**config.mk**
```make
export PLATFORM = sky130hd
export DESIGN_NAME = countdown16
export DESIGN_NICKNAME = d
export VERILOG_FILES = /design/src/rtl/hack_pkg.sv /design/src/rtl/countdown16_dec16.sv /design/src/rtl/countdown16.sv
export SDC_FILE = /design/constraint.sdc
export NUM_CORES = 1
export LEC_CHECK = 0
export ABC_CLOCK_PERIOD_IN_PS = 15400
export CORE_MARGIN = 2
export CORE_UTILIZATION = 45
export DETAILED_ROUTE_END_ITERATION = 8
export DONT_BUFFER_PORTS = 1
export RECOVER_POWER = 25
export SYNTH_ARGS = -nofsm -noshare
export SYNTH_HDL_FRONTEND = slang
export SYNTH_HIERARCHICAL = 1
export SYNTH_SLANG_ARGS = --single-unit
```
**constraint.sdc**
```tcl
create_clock -name clk -period 15.4 [get_ports clk]
set_input_delay 1.54 -clock clk [delete_from_list [all_inputs] [get_ports clk]]
set_output_delay 1.54 -clock clk [all_outputs]
set_load 0.02 [all_outputs]
```
**src/rtl/hack_pkg.sv**
```systemverilog
// Shared definitions for the Hack peripheral blocks: word width and the
// countdown timer state encoding.
package hack_pkg;

   localparam int WORD_W = 16;

   typedef enum logic [1:0] {
      ST_IDLE  = 2'd0,
      ST_RUN   = 2'd1,
      ST_PAUSE = 2'd2,
      ST_DONE  = 2'd3
   } state_t;

endpackage

```
**src/rtl/countdown16_dec16.sv**
```systemverilog
// Combinational 16-bit decrementer (out = in - 1, wrapping) built as a ripple
// chain of half/full adders that adds 0xFFFF, mirroring the PC incrementer.
module HalfAdder (
   input  logic i_a,
   input  logic i_b,
   output logic o_sum,
   output logic o_carry
);
   assign o_sum   = i_a ^ i_b;
   assign o_carry = i_a & i_b;
endmodule

module FullAdder (
   input  logic i_a,
   input  logic i_b,
   input  logic i_c,
   output logic o_sum,
   output logic o_carry
);
   assign o_sum   = i_a ^ i_b ^ i_c;
   assign o_carry = (i_a & i_b) | (i_c & (i_a ^ i_b));
endmodule

module Dec16
   import hack_pkg::*;
(
   input  logic [WORD_W-1:0] in,
   output logic [WORD_W-1:0] out
);
   logic [WORD_W-1:0] w_carry;

   HalfAdder u_ha0 (
      .i_a    (in[0]),
      .i_b    (1'b1),
      .o_sum  (out[0]),
      .o_carry(w_carry[0])
   );

   // Every addend bit is 1; the final carry out is the discarded borrow.
   generate
      for (genvar gi = 1; gi < WORD_W; gi++) begin : g_fa
         FullAdder u_fa (
            .i_a    (in[gi]),
            .i_b    (1'b1),
            .i_c    (w_carry[gi-1]),
            .o_sum  (out[gi]),
            .o_carry(w_carry[gi])
         );
      end
   endgenerate

   logic w_unused_carry;
   assign w_unused_carry = w_carry[WORD_W-1];
endmodule

```
**src/rtl/countdown16.sv**
```systemverilog
// Loadable 16-bit countdown timer: decrements every PRESCALE cycles, pulses
// expired on the terminal decrement, then halts in DONE or auto-reloads.
module countdown16
   import hack_pkg::*;
#(
   parameter int PRESCALE = 1
) (
   input  logic              clk,
   input  logic              reset,
   input  logic              load,
   input  logic [WORD_W-1:0] in,
   input  logic              start,
   input  logic              stop,
   input  logic              auto_reload,
   output logic [WORD_W-1:0] count,
   output logic              running,
   output logic              done,
   output logic              expired
);
   localparam logic [WORD_W-1:0] P_LAST = WORD_W'(PRESCALE - 1);

   state_t            r_state;
   logic [WORD_W-1:0] r_reload;
   logic [WORD_W-1:0] r_count;
   logic [WORD_W-1:0] r_pre;
   logic              r_expired;
   logic [WORD_W-1:0] w_count_dec;

   Dec16 u_dec (
      .in (r_count),
      .out(w_count_dec)
   );

   always_ff @(posedge clk) begin
      if (reset) begin
         r_state   <= ST_IDLE;
         r_reload  <= '0;
         r_count   <= '0;
         r_pre     <= '0;
         r_expired <= 1'b0;
      end else begin
         r_expired <= 1'b0;
         if (load) begin
            r_reload <= in;
            r_count  <= in;
            r_pre    <= '0;
            r_state  <= ST_IDLE;
         end else begin
            case (r_state)
               ST_IDLE: begin
                  if (start && !stop && r_count != '0) begin
                     r_state <= ST_RUN;
                     r_pre   <= '0;
                  end
               end
               ST_RUN: begin
                  // stop freezes both counters, even on a prescale boundary
                  if (stop) begin
                     r_state <= ST_PAUSE;
                  end else if (r_pre == P_LAST) begin
                     r_pre <= '0;
                     if (r_count > WORD_W'(1)) begin
                        r_count <= w_count_dec;
                     end else if (r_count == WORD_W'(1)) begin
                        r_expired <= 1'b1;
                        if (auto_reload && r_reload != '0) begin
                           r_count <= r_reload;
                        end else begin
                           r_count <= '0;
                           r_state <= ST_DONE;
                        end
                     end
                  end else begin
                     r_pre <= r_pre + WORD_W'(1);
                  end
               end
               ST_PAUSE: begin
                  if (start && !stop) r_state <= ST_RUN;
               end
               default: ;
            endcase
         end
      end
   end

   assign count   = r_count;
   assign running = (r_state == ST_RUN);
   assign done    = (r_state == ST_DONE);
   assign expired = r_expired;
endmodule

```
==> run summary <==
status = complete, no violations
Worst path max stage delay = 0.57 ns
row cnt = 30
fraction of layout cells with a size suffix above 1 = 0.115
setup bufs post-CTS = 0
hold_buf cts = 0
Yosys warning total = 6
Worst R2R Start = count[0]
hold path cells = 2
Req. time, crit path = 15.62 ns
Worst EP arrival = 7.59 ns
DR vias = 2638
maxcap violations = 0
Worst Tran Pin Value = 1.12 ns
reg2reg end = count[15]
CTS tree = yes
chip height = 88.9 um
Slew HR = 0.251
post-layout util = 0.497
CTS Buffer Depth = 2
Fmax achieved = 136 MHz
critical path type = reg2reg
Place WS = 8.00 ns
total power = 0.285 mW
Seq cells post-synth = 51
I/O Buffers = 0
synth top area cells = dfxtp_1 31%, fa_1 9.3%, mux2i_1 6.5%
Clock Sink Count = 51
GRT Residual Overflow = 0
Total Wirelength = 7650 um
final max-slew violation count = 0
area share of the largest cell type after synthesis = 0.315
drt wl/cell = 17.0 um
final instance area = 0.00341 sq mm
reg2reg setup slack = 8.03 ns
vias in the first global route = 2506
die footprint = 0.00790 sq mm
Global Route Usage Sum = 0.207
Starting Density = 0.472
Synth Flop Type = dfxtp_1
pwr/cell area = 83.5 mW/mm^2
CTS resizes = 0
Syn Area/Cell = 9.18 sq um
Max VDD drop = 0.0337 mV
Hold WC Path Type = reg2reg
clock skew = 0.0123 ns
fin crit share = 0.479
total negative setup slack = 0 ns
Layout Nets = 394
leak pwr = 1.21 nW
sequential share of the synthesized area = 0.315
floorplan core area = 0.00687 sq mm
Cell Chain, Critical Path = ha_1 -> fa_1 -> fa_1 -> fa_1 -> fa_1 -> fa_1 -> fa_1 -> fa_1 -> fa_1 -> fa_1 -> fa_1 -> fa_1 -> fa_1 -> fa_1 -> fa_1 -> fa_1 -> a22oi_1 -> a221oi_1
DRT iter0 DRCs = 148
Commonest cells post-synth = 51 x dfxtp_1, 30 x nor2_1, 23 x inv_1, 21 x mux2i_1, 19 x a21oi_1
area delta synth->final = 5.33%
first-pass GRT wire length = 12800 um
first-pass detailed-route iteration total = 4
CP Capture Type = register
Synth area leader = dfxtp_1
clk_lat worst skew = 0.31 ns
I/O Pins = 41
Final WS setup = 8.03 ns
placed cell area = 0.00332 sq mm
Die X = 88.9 um
CTS buffer count = 5
ys async rst share = 0
hold_sp = r_pre[15]
Max FO, Critical Path = 16
CTS H-Tree Depth = 2
CP max-delay cell = dfxtp_1
clock root cell = clkbuf_8
Vias/cell = 5.85
Top delay family on crit path = adder cells
post-route minimum period = 7.37 ns
final setup violation count = 0
Post-synth EDFFs = 0
FF-to-FF path depth = 18
routability-driven placement congestion ratio = 0.838
post-synthesis cell area = 0.00324 sq mm
RSZ-0062 raised after global routing = no
Antenna diodes = 0
DRC = 0
CP most frequent cell = fa_1
final hold violation count = 0
largest net degree at the start of global routing = 35
Buf+Inv Stages, Crit Path = 0
Routed Antenna Nets = 0
clock-pin slew on the worst setup and hold paths = 0.10 ns
count leader, synth = dfxtp_1
worst-case hold path end point = r_pre[15]
startpoint types = register
Unique masters post-synth = 55
post-DP HPWL = 5540 um
initial antenna violation count = 0
Cells after Synth = 353
final cells by class:
class / count / area, sq um
clock inverters: 1 / 7.51
fillers: 664 / 3450
well taps: 96 / 120
flip-flops and latches: 51 / 1020
repair buffers: 2 / 15.0
clock buffers: 7 / 96.3
multi-input cells: 271 / 2070
inverters: 23 / 86.3
cells by family (layout without fill, tap and decap cells):
group | after synthesis | in the layout | share of synthesized area
other | 1 | 16 | 0.00116
AND/OR/NAND/NOR | 117 | 117 | 0.198
adder cells (fa/ha/maj) | 18 | 18 | 0.104
buffers and inverters | 46 | 33 | 0.0625
AO/OA/AOI/OAI | 99 | 99 | 0.254
flip-flops | 51 | 51 | 0.315
multiplexers | 21 | 21 | 0.0648
sequential cells by signal, indices dropped and copies added, names as in the netlist:
| register | flops |
|---|---|
| count | 16 |
| r_pre | 16 |
| r_state | 2 |
| expired | 1 |
| r_reload | 16 |
metal layers:
metal  GRT usage  share of wire
met3      0.0513          0.078
met5           0              0
met2       0.299           0.42
met1       0.312           0.50
met4      0.0427         0.0085
power breakdown:
part | switching, mW | leakage [nW] | internal, mW
Clock | 0.0457 | 0.0505 | 0.0410
Combinational | 0.0246 | 0.744 | 0.0221
Sequential | 0.0137 | 0.419 | 0.138
worst max-delay path by stage:
stage	slack [ns]	to	startpoint	cells after the start
6_report	8.03	count[15]	count[0]	18
5_1_grt	7.68	count[15]	count[0]	18
4_1_cts	8.00	count[15]	count[0]	18
3_5_place_dp	8.00	count[15]	count[0]	18
3_3_place_gp	8.16	count[15]	count[0]	18
2_1_floorplan	8.55	count[15]	count[0]	18
tightest hold or removal path, delay by kind of cell, from the launching register on:
kind	cells	cell delay, ns
muxes	1	0.06
and+or+nand+nor	1	0.07
DFF	1	0.33
layout by cell type, fill, tap and decap left out, types with 2 or more instances in the layout:
cell and n:
nor2b_1 3, and4_1 3, buf_4 2, and2_1 7
clkbuf_8 7, o311ai_0 3, a211o_1 3, mux2i_1 21
a22oi_1 5, inv_1 23, a22oi_2 10, nand3_1 16
a221oi_2 10, dfxtp_1 51, nand4_1 3, ha_1 3
o211ai_1 5, o311a_1 2, nor3_1 13, conb_1 16
o21ai_0 18, or2_2 2, a221oi_1 5, a21oi_1 19
nand2b_1 2, nand2_1 14, nor2_1 30, a21o_1 5
nor4_2 2, nor4_1 6, o2111ai_1 4, or4_1 5
fa_1 15, nand3b_1 4
stage by stage:
stage / hold slack [ns] / cells
after floorplan: 0.457 / 368
after global placement: 0.479 / 443
after detailed placement: 0.489 / 443
after CTS: 0.503 / 451
after global routing: 0.526 / 451
final: 0.501 / 451
Power figures use the tool's default switching activity.
